==> config.mk <==
export PLATFORM = sky130hd
export DESIGN_NAME = calc_operand_writer
export DESIGN_NICKNAME = d
export VERILOG_FILES = /design/src/rtl/calc_operand_writer.sv
export SDC_FILE = /design/constraint.sdc
export NUM_CORES = 1
export LEC_CHECK = 0
export CAP_MARGIN = 25
export CORE_MARGIN = 1
export CORE_UTILIZATION = 55
export CTS_CLUSTER_DIAMETER = 200
export DETAILED_ROUTE_END_ITERATION = 8
export GPL_ROUTABILITY_DRIVEN = 0
export GPL_TIMING_DRIVEN = 0
export PLACE_DENSITY = 0.78
export SYNTH_ARGS = -nofsm -noshare
export SYNTH_HDL_FRONTEND = slang
export SYNTH_SLANG_ARGS = --single-unit
==> constraint.sdc <==
create_clock -name clk -period 1.7 [get_ports clk]
set_clock_uncertainty 0.05 [all_clocks]
set_input_delay 0.17 -clock clk [delete_from_list [all_inputs] [get_ports clk]]
set_output_delay 0.17 -clock clk [all_outputs]
set_load 0.05 [all_outputs]
==> src/rtl/calc_operand_writer.sv <==
// calc_operand_writer: assembles MSB-first byte stream into signed A/B operand pairs and writes them to the operand FIFO (optional OPERAND_CHECKSUM_EN)
module calc_operand_writer #(
  parameter int RAH_PACKET_WIDTH = 48
) (
  input  logic                        clk,
  input  logic                        rst,
  input  logic [7:0]                  rx_data,
  input  logic                        rx_valid,
  output logic                        rx_ready,
  input  logic                        afull,
  output logic [RAH_PACKET_WIDTH-1:0] wr_data,
  output logic                        wren
`ifdef OPERAND_CHECKSUM_EN
  ,
  output logic                        csum_err
`endif
);
  localparam int W = RAH_PACKET_WIDTH;
  localparam int BYTES = W / 8;
`ifdef OPERAND_CHECKSUM_EN
  localparam int LAST = 2 * BYTES;
`else
  localparam int LAST = 2 * BYTES - 1;
`endif
  localparam int CW = $clog2(LAST + 1);
  typedef enum logic [1:0] {COLLECT, WAIT_SPACE, WR_A, WR_B} state_t;
  state_t state_q, state_d;
  logic [CW-1:0] cnt_q, cnt_d;
  logic [2*W-1:0] asm_q, asm_d;
  logic [W-1:0] wr_data_q, wr_data_d;
  logic rx_ready_q, rx_ready_d, wren_q, wren_d;
  logic fire, last, ok, shift;
`ifdef OPERAND_CHECKSUM_EN
  logic csum_err_q, csum_err_d;
  logic [7:0] sum;
  always_comb begin
    sum = '0;
    for (int i = 0; i < 2 * BYTES; i++) sum = sum ^ asm_q[i*8 +: 8];
  end
  assign ok = sum == rx_data;
  assign shift = fire && !last;
  assign csum_err = csum_err_q;
`else
  assign ok = 1'b1;
  assign shift = fire;
`endif
  assign fire = rx_valid && rx_ready_q;
  assign last = cnt_q == CW'(LAST);
  always_ff @(posedge clk) begin
    if (rst) begin
      state_q <= COLLECT;
      cnt_q <= '0;
      asm_q <= '0;
      wr_data_q <= '0;
      rx_ready_q <= 1'b0;
      wren_q <= 1'b0;
`ifdef OPERAND_CHECKSUM_EN
      csum_err_q <= 1'b0;
`endif
    end else begin
      state_q <= state_d;
      cnt_q <= cnt_d;
      asm_q <= asm_d;
      wr_data_q <= wr_data_d;
      rx_ready_q <= rx_ready_d;
      wren_q <= wren_d;
`ifdef OPERAND_CHECKSUM_EN
      csum_err_q <= csum_err_d;
`endif
    end
  end
  always_comb begin
    state_d = state_q == COLLECT ? (fire && last && ok ? WAIT_SPACE : COLLECT) :
              state_q == WAIT_SPACE ? (afull ? WAIT_SPACE : WR_A) :
              state_q == WR_A ? WR_B : COLLECT;
    cnt_d = fire ? (last ? '0 : cnt_q + 1'b1) : cnt_q;
    asm_d = shift ? {asm_q[2*W-9:0], rx_data} : asm_q;
  end
  always_comb begin
    rx_ready_d = state_d == COLLECT;
    wren_d = state_d == WR_A || state_d == WR_B;
    wr_data_d = state_d == WR_A ? asm_q[2*W-1:W] : state_d == WR_B ? asm_q[W-1:0] : wr_data_q;
`ifdef OPERAND_CHECKSUM_EN
    csum_err_d = fire && last && !ok;
`endif
  end
  assign rx_ready = rx_ready_q;
  assign wren = wren_q;
  assign wr_data = wr_data_q;
endmodule

==> results of run 1 <==
==> cells in the mapped netlist (all sizes together) <==
cell type | number | share of area [%]
and2 | 1 | 0.11
o21ai | 1 | 0.090
nor3 | 3 | 0.27
nand3 | 50 | 4.5
a21oi | 147 | 13
xor2 | 1 | 0.16
a22oi | 48 | 6.5
nand3b | 1 | 0.13
nor2b | 1 | 0.11
or3 | 2 | 0.22
clkbuf | 28 | 1.9
xnor2 | 1 | 0.16
ha | 1 | 0.22
nand2 | 197 | 13
buf | 33 | 3.7
a211oi | 1 | 0.13
or4 | 1 | 0.13
nand2b | 1 | 0.11
nor3b | 1 | 0.22
a31oi | 1 | 0.11
or3b | 1 | 0.16
dfxtp | 152 | 55
o22ai | 1 | 0.11
==> final timing paths <==
path / from / to
setup / recovery: rx_ready / rx_ready
hold / removal: rx_data[7] / asm_q[7]
hold reg to reg: asm_q[93] / asm_q[93]
setup reg to reg: state_q[0] / wr_data[4]
==> per-layer routing <==
| metal | up-vias | track usage [%] | wire, µm |
|---|---|---|---|
| li1 | 2471 | - | - |
| met5 | - | 0 | 0 |
| met1 | 2442 | 38.31 | 6185 |
| met3 | 49 | 6.305 | 1209 |
| met4 | 0 | 15.82 | 557 |
| met2 | 268 | 49.33 | 7389 |
==> cells by family after synthesis <==
family	count (synthesis)	share of synthesized area (%)
AOI/OAI and AO/OA	199	20.09
xor gates and xnor gates	2	0.3140
adders and majority gates	1	0.2242
buffers and inverters	61	5.606
DFF	152	54.54
and+or+nand+nor	259	19.22
==> power by group through the flow <==
stage          Sequential, mW  Clock, mW  Combinational (mW)
2_1_floorplan            3.67          0               0.138
3_3_place_gp             3.68          0               0.216
3_5_place_dp             3.68          0               0.223
4_1_cts                  3.60       3.63               0.225
5_1_grt                  3.60       3.80               0.253
6_report                 3.60       3.65               0.230
==> per-stage QoR <==
stage	util (%)	total power, mW	area, µm²	setup WS, ns	setup TNS [ns]
3_3_place_gp	64.63	3.893	6346	-0.1522	-3.886
2_1_floorplan	-	3.813	5579	0.07028	0
5_1_grt	69.98	7.651	6872	0.003578	0
6_report	69.98	7.485	6872	0.04117	0
3_5_place_dp	64.63	3.902	6346	-0.2136	-6.581
4_1_cts	69.84	7.454	6858	0.02589	0
==> registers in the layout (all words and copies together), names as in the netlist <==
| signal | count |
|---|---|
| cnt_q | 4 |
| rx_ready | 1 |
| wr_data | 48 |
| asm_q | 96 |
| wren | 1 |
| state_q | 2 |
==> cell usage in the layout (no fill, tap or decap), drive strengths merged <==
cell type      instances
nand2                197
dfxtp                152
a21oi                147
nand3                 50
dlygate4sd2           50
a22oi                 48
clkbuf                47
buf                   32
clkdlybuf4s50         10
clkinvlp               5
clkinv                 4
nor3                   3
or3                    2
bufinv                 2
inv                    2
and2                   1
nor2b                  1
nor3b                  1
nand2b                 1
or3b                   1
or4                    1
nand3b                 1
a31oi                  1
xor2                   1
xnor2                  1
o21ai                  1
a211oi                 1
o22ai                  1
ha                     1
==> area by class of cell <==
type,instances,area (µm²),share of cell area (%)
buffer,60,314.1,4.570
tap,133,166.4,2.422
multi-input combinational,461,2232,32.48
clock buffer,19,431.7,6.282
clock inverter,13,146.4,2.130
timing repair buffer,60,538.0,7.830
sequential,152,3043,44.28
==> worst min-delay path, cell delays in order <==
cell and delay (ns):
sky130_fd_sc_hd__clkdlybuf4s50_1 0.40, sky130_fd_sc_hd__nand2_1 0.05, sky130_fd_sc_hd__a21oi_1 0.05
==> impl_summary.log, run 1 <==
INFO  metric hold_path_depth = 3
INFO  metric io-pin-count = 62
INFO  metric dr.pass1.iters = 7
INFO  metric final_antenna_net_count = 0
INFO  metric initialDrtViolationCount = about 380
INFO  metric final_cells = approximately 900
INFO  metric final_layout_size_suffix_gt1_share = under 10%
INFO  metric tritoncts_clock_tree = yes
INFO  metric tightest_hold_margin = 0.1294 ns
INFO  metric timing.critical_path.to_type = primary output
INFO  metric antennaDiodeCount = 0
INFO  metric clock_period_minus_worst_slack = ~1.7 ns
INFO  metric synth_seq_cells = between 150 and 200
INFO  metric cp.arrival = around 1.4 ns
INFO  metric cts-root-buf = sky130_fd_sc_hd__clkbuf_8
INFO  metric comb_power_share = between 3 and 4%
INFO  metric dpl.cell_count = a little under 900
INFO  metric average_instance_area_after_synthesis = slightly above 8 µm²
INFO  metric finalWirelength = roughly 15000 µm
INFO  metric vdd_ir_max = 0.7953 mV
INFO  metric dr_total_vias = approximately 5200
INFO  metric cpMaxStageDelayCell = sky130_fd_sc_hd__dlygate4sd2_1
INFO  metric cts_num_sinks = 152
INFO  metric tightestPinTransition = 0.5595 ns
INFO  metric cp_cell_sequence = dlygate4sd2_1
INFO  metric placement_rows = 36
INFO  metric cp_num_buf_inv = 1
INFO  metric report.final.setup_viol = 0
INFO  metric crit_path_leading_delay_family = buffers and inverters
INFO  metric slew_headroom = 62.70%
INFO  metric synthesis.nets = 687
INFO  metric layout_area_growth_over_synthesis = 23.17%
INFO  metric timing.critical_path.from_type = flop
INFO  metric clk_path_buf_depth = 2
INFO  metric core_area = 9819 µm²
INFO  metric drc_violations_left = 0
INFO  metric grt_antenna_before_repair = 0
INFO  metric place.port_buffers = 60
INFO  metric cts_hold_repair.buffers = 0
INFO  metric synth.cell_area = around 5600 µm²
INFO  metric fin_nets = around 770
INFO  metric hpwlAfterDp = roughly 11000 µm
INFO  metric ys_warn_count = 0
INFO  metric chip_height = between 100 and 150 µm
INFO  metric status = completed
INFO  metric timing.final.crit_share = a little over nine tenths
INFO  metric clock_power_share = 48.8%
INFO  metric crit_fanout = 4
INFO  metric seq_area_frac_synth = 54.54%
INFO  metric crit_type = reg2out
INFO  metric grt_pass1_wl = roughly 24000 µm
INFO  metric seq_power_share = 48.1%
INFO  metric power.share.switching = between 20% and 30%
INFO  metric grt_pass1_vias = 4742
INFO  metric grt_start_max_net_pins = 17
INFO  metric cts_setup_buffers = 0
INFO  metric netSwitchingPower = 1.706 mW
INFO  metric pins_over_slew_limit = 0
INFO  metric synth_cell_type_count = 26
INFO  metric cts_resized = 50
INFO  metric report.final.hold_viol_count = 0
INFO  metric max_freq = 602.8 MHz
INFO  metric die_area = around 11000 µm²
INFO  metric hold_path.class = in2reg
INFO  metric post_drt_wl_per_cell = 17.08 µm
INFO  metric filler_cells_inserted = ~820
INFO  metric cap_violations = 0
INFO  metric critical_path.max_stage_delay = 0.54 ns
INFO  metric internal_pwr_total = around 5.8 mW
INFO  metric initial_core_util = between 50 and 60%
INFO  metric rr_worst_depth = 4
INFO  metric reg2reg_setup_slack = roughly 0.05 ns
INFO  metric p_leak = approximately 2.4 nW
INFO  metric worst_skew_pair.late_latency = about 0.53 ns
INFO  metric cts.htree.levels = 4
INFO  metric die_width = around 100 µm
INFO  metric cellPowerDensity = roughly 1100 nW/µm²
INFO  metric tritoncts_buffer_count = 17
INFO  metric grt_total_usage = roughly 30%
INFO  metric synthesis.instances = slightly below 700
INFO  metric crit_cells = 1
INFO  metric grt_setup_unrepaired = no
INFO  metric worst_setup_hold_path_clk_slew = around 0.06 ns
INFO  metric worst_ep_required_time = roughly 1.5 ns
INFO  metric viasPerCell = 5.824
INFO  metric globalRoute.totalOverflow = 0
Power figures use the tool's default switching activity.
==> run 2: changes to the inputs <==
Settings changed: ABC_AREA set to 1, PLACE_DENSITY 0.78 to 0.77.
==> run 2 against run 1 <==
Net effect:
- clock-buffer cell count grew 4
- first-iteration DRC count grew 24%
- clock power grew 2%
- worst setup slack gained 0.024 ns
- maximum frequency grew 1.4%
- sequential share of layout area shrank 3.4 points
- power grew 8.1%
- die area grew 9.7%
- combinational power grew 110%
- critical endpoint is now wr_data[14]
==> impl_summary.log, run 2 <==
INFO  metric core_area = 10840 µm²
INFO  metric seq_power_share = 48.1%
INFO  metric wl_met3 = ~1000 µm
INFO  metric totalNegativeSetupSlack = 0 ns
INFO  metric cts_setup_buffers = 0
INFO  metric timing.critical_path.to_type = primary output
INFO  metric critical_path.max_stage_delay = ~0.54 ns
INFO  metric clk_path_buf_depth = 2
INFO  metric hold_path_depth = 3
INFO  metric p_leak = approximately 3.4 nW
INFO  metric grt_setup_unrepaired = no
INFO  metric synth.top_cell.area_share = between 40 and 50%
INFO  metric worst_setup_hold_path_clk_slew = 0.06 ns
INFO  metric tritoncts_clock_tree = yes
INFO  metric grt_total_usage = ~29%
INFO  metric cp_num_buf_inv = 1
INFO  metric report.final.setup_viol = 0
INFO  metric synth_top_cells_by_count = sky130_fd_sc_hd__nor2_1 (344), sky130_fd_sc_hd__dfxtp_1 (152), sky130_fd_sc_hd__nand2_1 (109), sky130_fd_sc_hd__o21ai_0 (87), sky130_fd_sc_hd__inv_1 (52)
INFO  metric grt_pass1_wl = between 20000 and 30000 µm
INFO  metric crit_type = reg2out
INFO  metric hold_end = asm_q[3]
INFO  metric crit_fanout = 2
INFO  metric reg2reg_setup_slack = 0.16 ns
INFO  metric cts_num_sinks = approximately 150
INFO  metric routed-wl-met2 = approximately 7200 µm
INFO  metric wl_met1 = around 6700 µm
INFO  metric synth_compound_area_share = under 10%
INFO  metric synth.cell_area = between 6000 and 7000 µm²
INFO  metric fin_nets = just under 1000
INFO  metric internal_pwr_total = ~6.2 mW
INFO  metric final_antenna_net_count = 0
INFO  metric finalWirelength = approximately 15000 µm
INFO  metric power.total = ~8 mW
INFO  metric post_drt_wl_per_cell = 13.89 µm
INFO  metric synth_top_cell_by_area = sky130_fd_sc_hd__dfxtp_1
INFO  metric hold_path.class = in2reg
INFO  metric synth_top_family_by_area = simple AND/OR/NAND/NOR gates
INFO  metric report.final.hold_viol_count = 0
INFO  metric cts.htree.levels = 4
INFO  metric tightestPinTransition = 0.5011 ns
INFO  metric cp_cell_sequence = dlygate4sd2_1
INFO  metric cellPowerDensity = roughly 1100 nW/µm²
INFO  metric io-pin-count = 62
INFO  metric average_instance_area_after_synthesis = 6.960 µm²
INFO  metric cap_violations = 0
INFO  metric drc_violations_left = 0
INFO  metric tritoncts_buffer_count = 17
INFO  metric worst_skew_pair.late_latency = between 0.5 and 0.6 ns
INFO  metric antennaDiodeCount = 0
INFO  metric grt_pass1_vias = roughly 5300
INFO  metric initial_core_util = between 50% and 60%
INFO  metric worst_ep_required_time = around 1.5 ns
INFO  metric layout_area_growth_over_synthesis = 21.24%
INFO  metric rr_worst_depth = 6
INFO  metric final_common_cell = sky130_fd_sc_hd__nor2_1
INFO  metric seq_area_frac_synth = about 50%
INFO  metric share_of_synthesized_cell_area_in_and_or_nand_and_nor_gates = 33.32%
INFO  metric initialDrtViolationCount = between 400 and 500
INFO  metric chip_height = around 110 µm
INFO  metric cpMaxStageDelayCell = sky130_fd_sc_hd__dlygate4sd2_1
INFO  metric worstSetupStartpoint = wr_data[14]
INFO  metric grt_antenna_before_repair = 0
INFO  metric timing.hold.worst.start = rx_data[3]
INFO  metric cts-root-buf = sky130_fd_sc_hd__clkbuf_8
INFO  metric pins_over_slew_limit = 0
INFO  metric max_freq = ~610 MHz
INFO  metric crit-reg2reg-capture = asm_q[1]
INFO  metric netSwitchingPower = 1.881 mW
INFO  metric dr_total_vias = between 5000 and 6000
INFO  metric post-synth-top-count-cell = sky130_fd_sc_hd__nor2_1
INFO  metric largest_register_ffs = 96
INFO  metric synthAdderAreaFrac = less than 1%
INFO  metric synthesis.instances = slightly below 900
INFO  metric synth-edff-count = 0
INFO  metric globalRoute.totalOverflow = 0
INFO  metric crit_path_leading_delay_family = buffers and inverters
INFO  metric hpwlAfterDp = 10850 µm
INFO  metric status = completed
INFO  metric ys_async_sr_fraction = 0%
INFO  metric die_area = ~12000 µm²
INFO  metric clock_period_minus_worst_slack = roughly 1.6 ns
INFO  metric crit-reg2reg-launch = rx_ready
INFO  metric placement_rows = 38
INFO  metric synth_cell_type_count = 21
INFO  metric largest_register = asm_q
INFO  metric comb_power_share = 6.0%
INFO  metric viasPerCell = roughly 5.2
INFO  metric clock_power_share = 45.9%
INFO  metric ys_dominant_reg_cell = sky130_fd_sc_hd__dfxtp_1
INFO  metric synth_mux_area_share = 0%
INFO  metric power.share.switching = between 20% and 30%
INFO  metric cp.arrival = roughly 1.4 ns
INFO  metric final_layout_size_suffix_gt1_share = 6.879%
INFO  metric vdd_ir_max = between 0.6 and 0.7 mV
INFO  metric grt_start_max_net_pins = 17
INFO  metric dr.pass1.iters = 6
INFO  metric place.port_buffers = 60
INFO  metric synthesis.nets = approximately 890
INFO  metric slew_headroom = between 60% and 70%
INFO  metric layout_common_cells = sky130_fd_sc_hd__nor2_1 (344), sky130_fd_sc_hd__dfxtp_1 (152), sky130_fd_sc_hd__nand2_1 (109)
INFO  metric routed.top_layer = met4
INFO  metric yosys-top-cells-area = sky130_fd_sc_hd__dfxtp_1 (50%), sky130_fd_sc_hd__nor2_1 (21%), sky130_fd_sc_hd__o21ai_0 (7.1%)
INFO  metric post_synth_xor_area_fraction = less than 1%
INFO  metric timing.critical_path.from_type = flop
INFO  metric ys_warn_count = 0
INFO  metric die_width = 107.6 µm
INFO  metric synth_seq_cells = 152
INFO  metric timing.final.crit_share = 96.19%
run 2: changes by cell type after synthesis, sizes merged, moves of 2 or more:
| cell | previous run | this run |
|---|---|---|
| nor2 | 0 | 344 |
| a21oi | 147 | 2 |
| o21ai | 1 | 97 |
| nand2 | 197 | 112 |
| inv | 0 | 56 |
| nand4 | 0 | 50 |
| nand3 | 50 | 1 |
| a22oi | 48 | 0 |
| clkbuf | 28 | 32 |
| nor3 | 3 | 0 |
| buf | 33 | 31 |
| or3 | 2 | 0 |
run 2: power by group through the flow:
stage | sequential (mW) | combinational [mW] | clock, mW
5_1_grt | 3.91 | 0.556 | 3.90
3_5_place_dp | 3.97 | 0.475 | 0
3_3_place_gp | 3.96 | 0.461 | 0
4_1_cts | 3.89 | 0.479 | 3.72
6_report | 3.90 | 0.483 | 3.71
2_1_floorplan | 3.91 | 0.349 | 0
run 2: cell type report:
cell class	count	area [µm²]
Fill cell	989	3406
Clock inverter	9	122.6
Multi-Input combinational cell	610	2567
Buffer	63	311.5
Inverter	56	210.2
Tap cell	140	175.2
Timing Repair Buffer	61	548.0
Sequential cell	152	3043
Clock buffer	23	456.7
run 2: timing repair:
action / in CTS / in global routing
setup endpoints to repair: 50 / 0
gates resized for setup: 50 / 0
hold buffers: 1 / 0
hold endpoints to repair: 1 / 0
run 2: logic make-up (layout without fill, tap and decap cells):
family / count (synthesis) / count (layout)
compound gates: 100 / 100
buf+inv: 119 / 212
flops: 152 / 152
xor+xnor: 1 / 1
fa+ha+maj: 1 / 1
simple gates: 508 / 508
run 2: worst max path at each step:
stage	end	slack, ns	cells after the start
after floorplan	cnt_q[0]	0.18	4
after global placement	asm_q[0]	-0.06	7
after detailed placement	asm_q[11]	-0.1	7
after CTS	wr_data[14]	0.06	1
after global routing	wr_data[14]	0.03	1
final	wr_data[14]	0.06	1
run 2: metrics by stage:
step	std cells	cell area [µm²]	setup slack, ns	util (%)	hold WS [ns]
2_1_floorplan	881	6132	0.1813	-	0.2867
3_3_place_gp	1081	6908	-0.06045	63.72	0.4167
3_5_place_dp	1081	6908	-0.09619	63.72	0.4253
4_1_cts	1114	7435	0.06313	68.58	0.2113
5_1_grt	1114	7435	0.02577	68.58	0.2455
6_report	1114	7435	0.06485	68.58	0.2136
run 2: per-layer routing:
metal  vias up  track usage, %
met4         0           14.38
met5         -               0
met3        42           6.174
li1       2926               -
met1      2588           35.55
met2       211           47.25
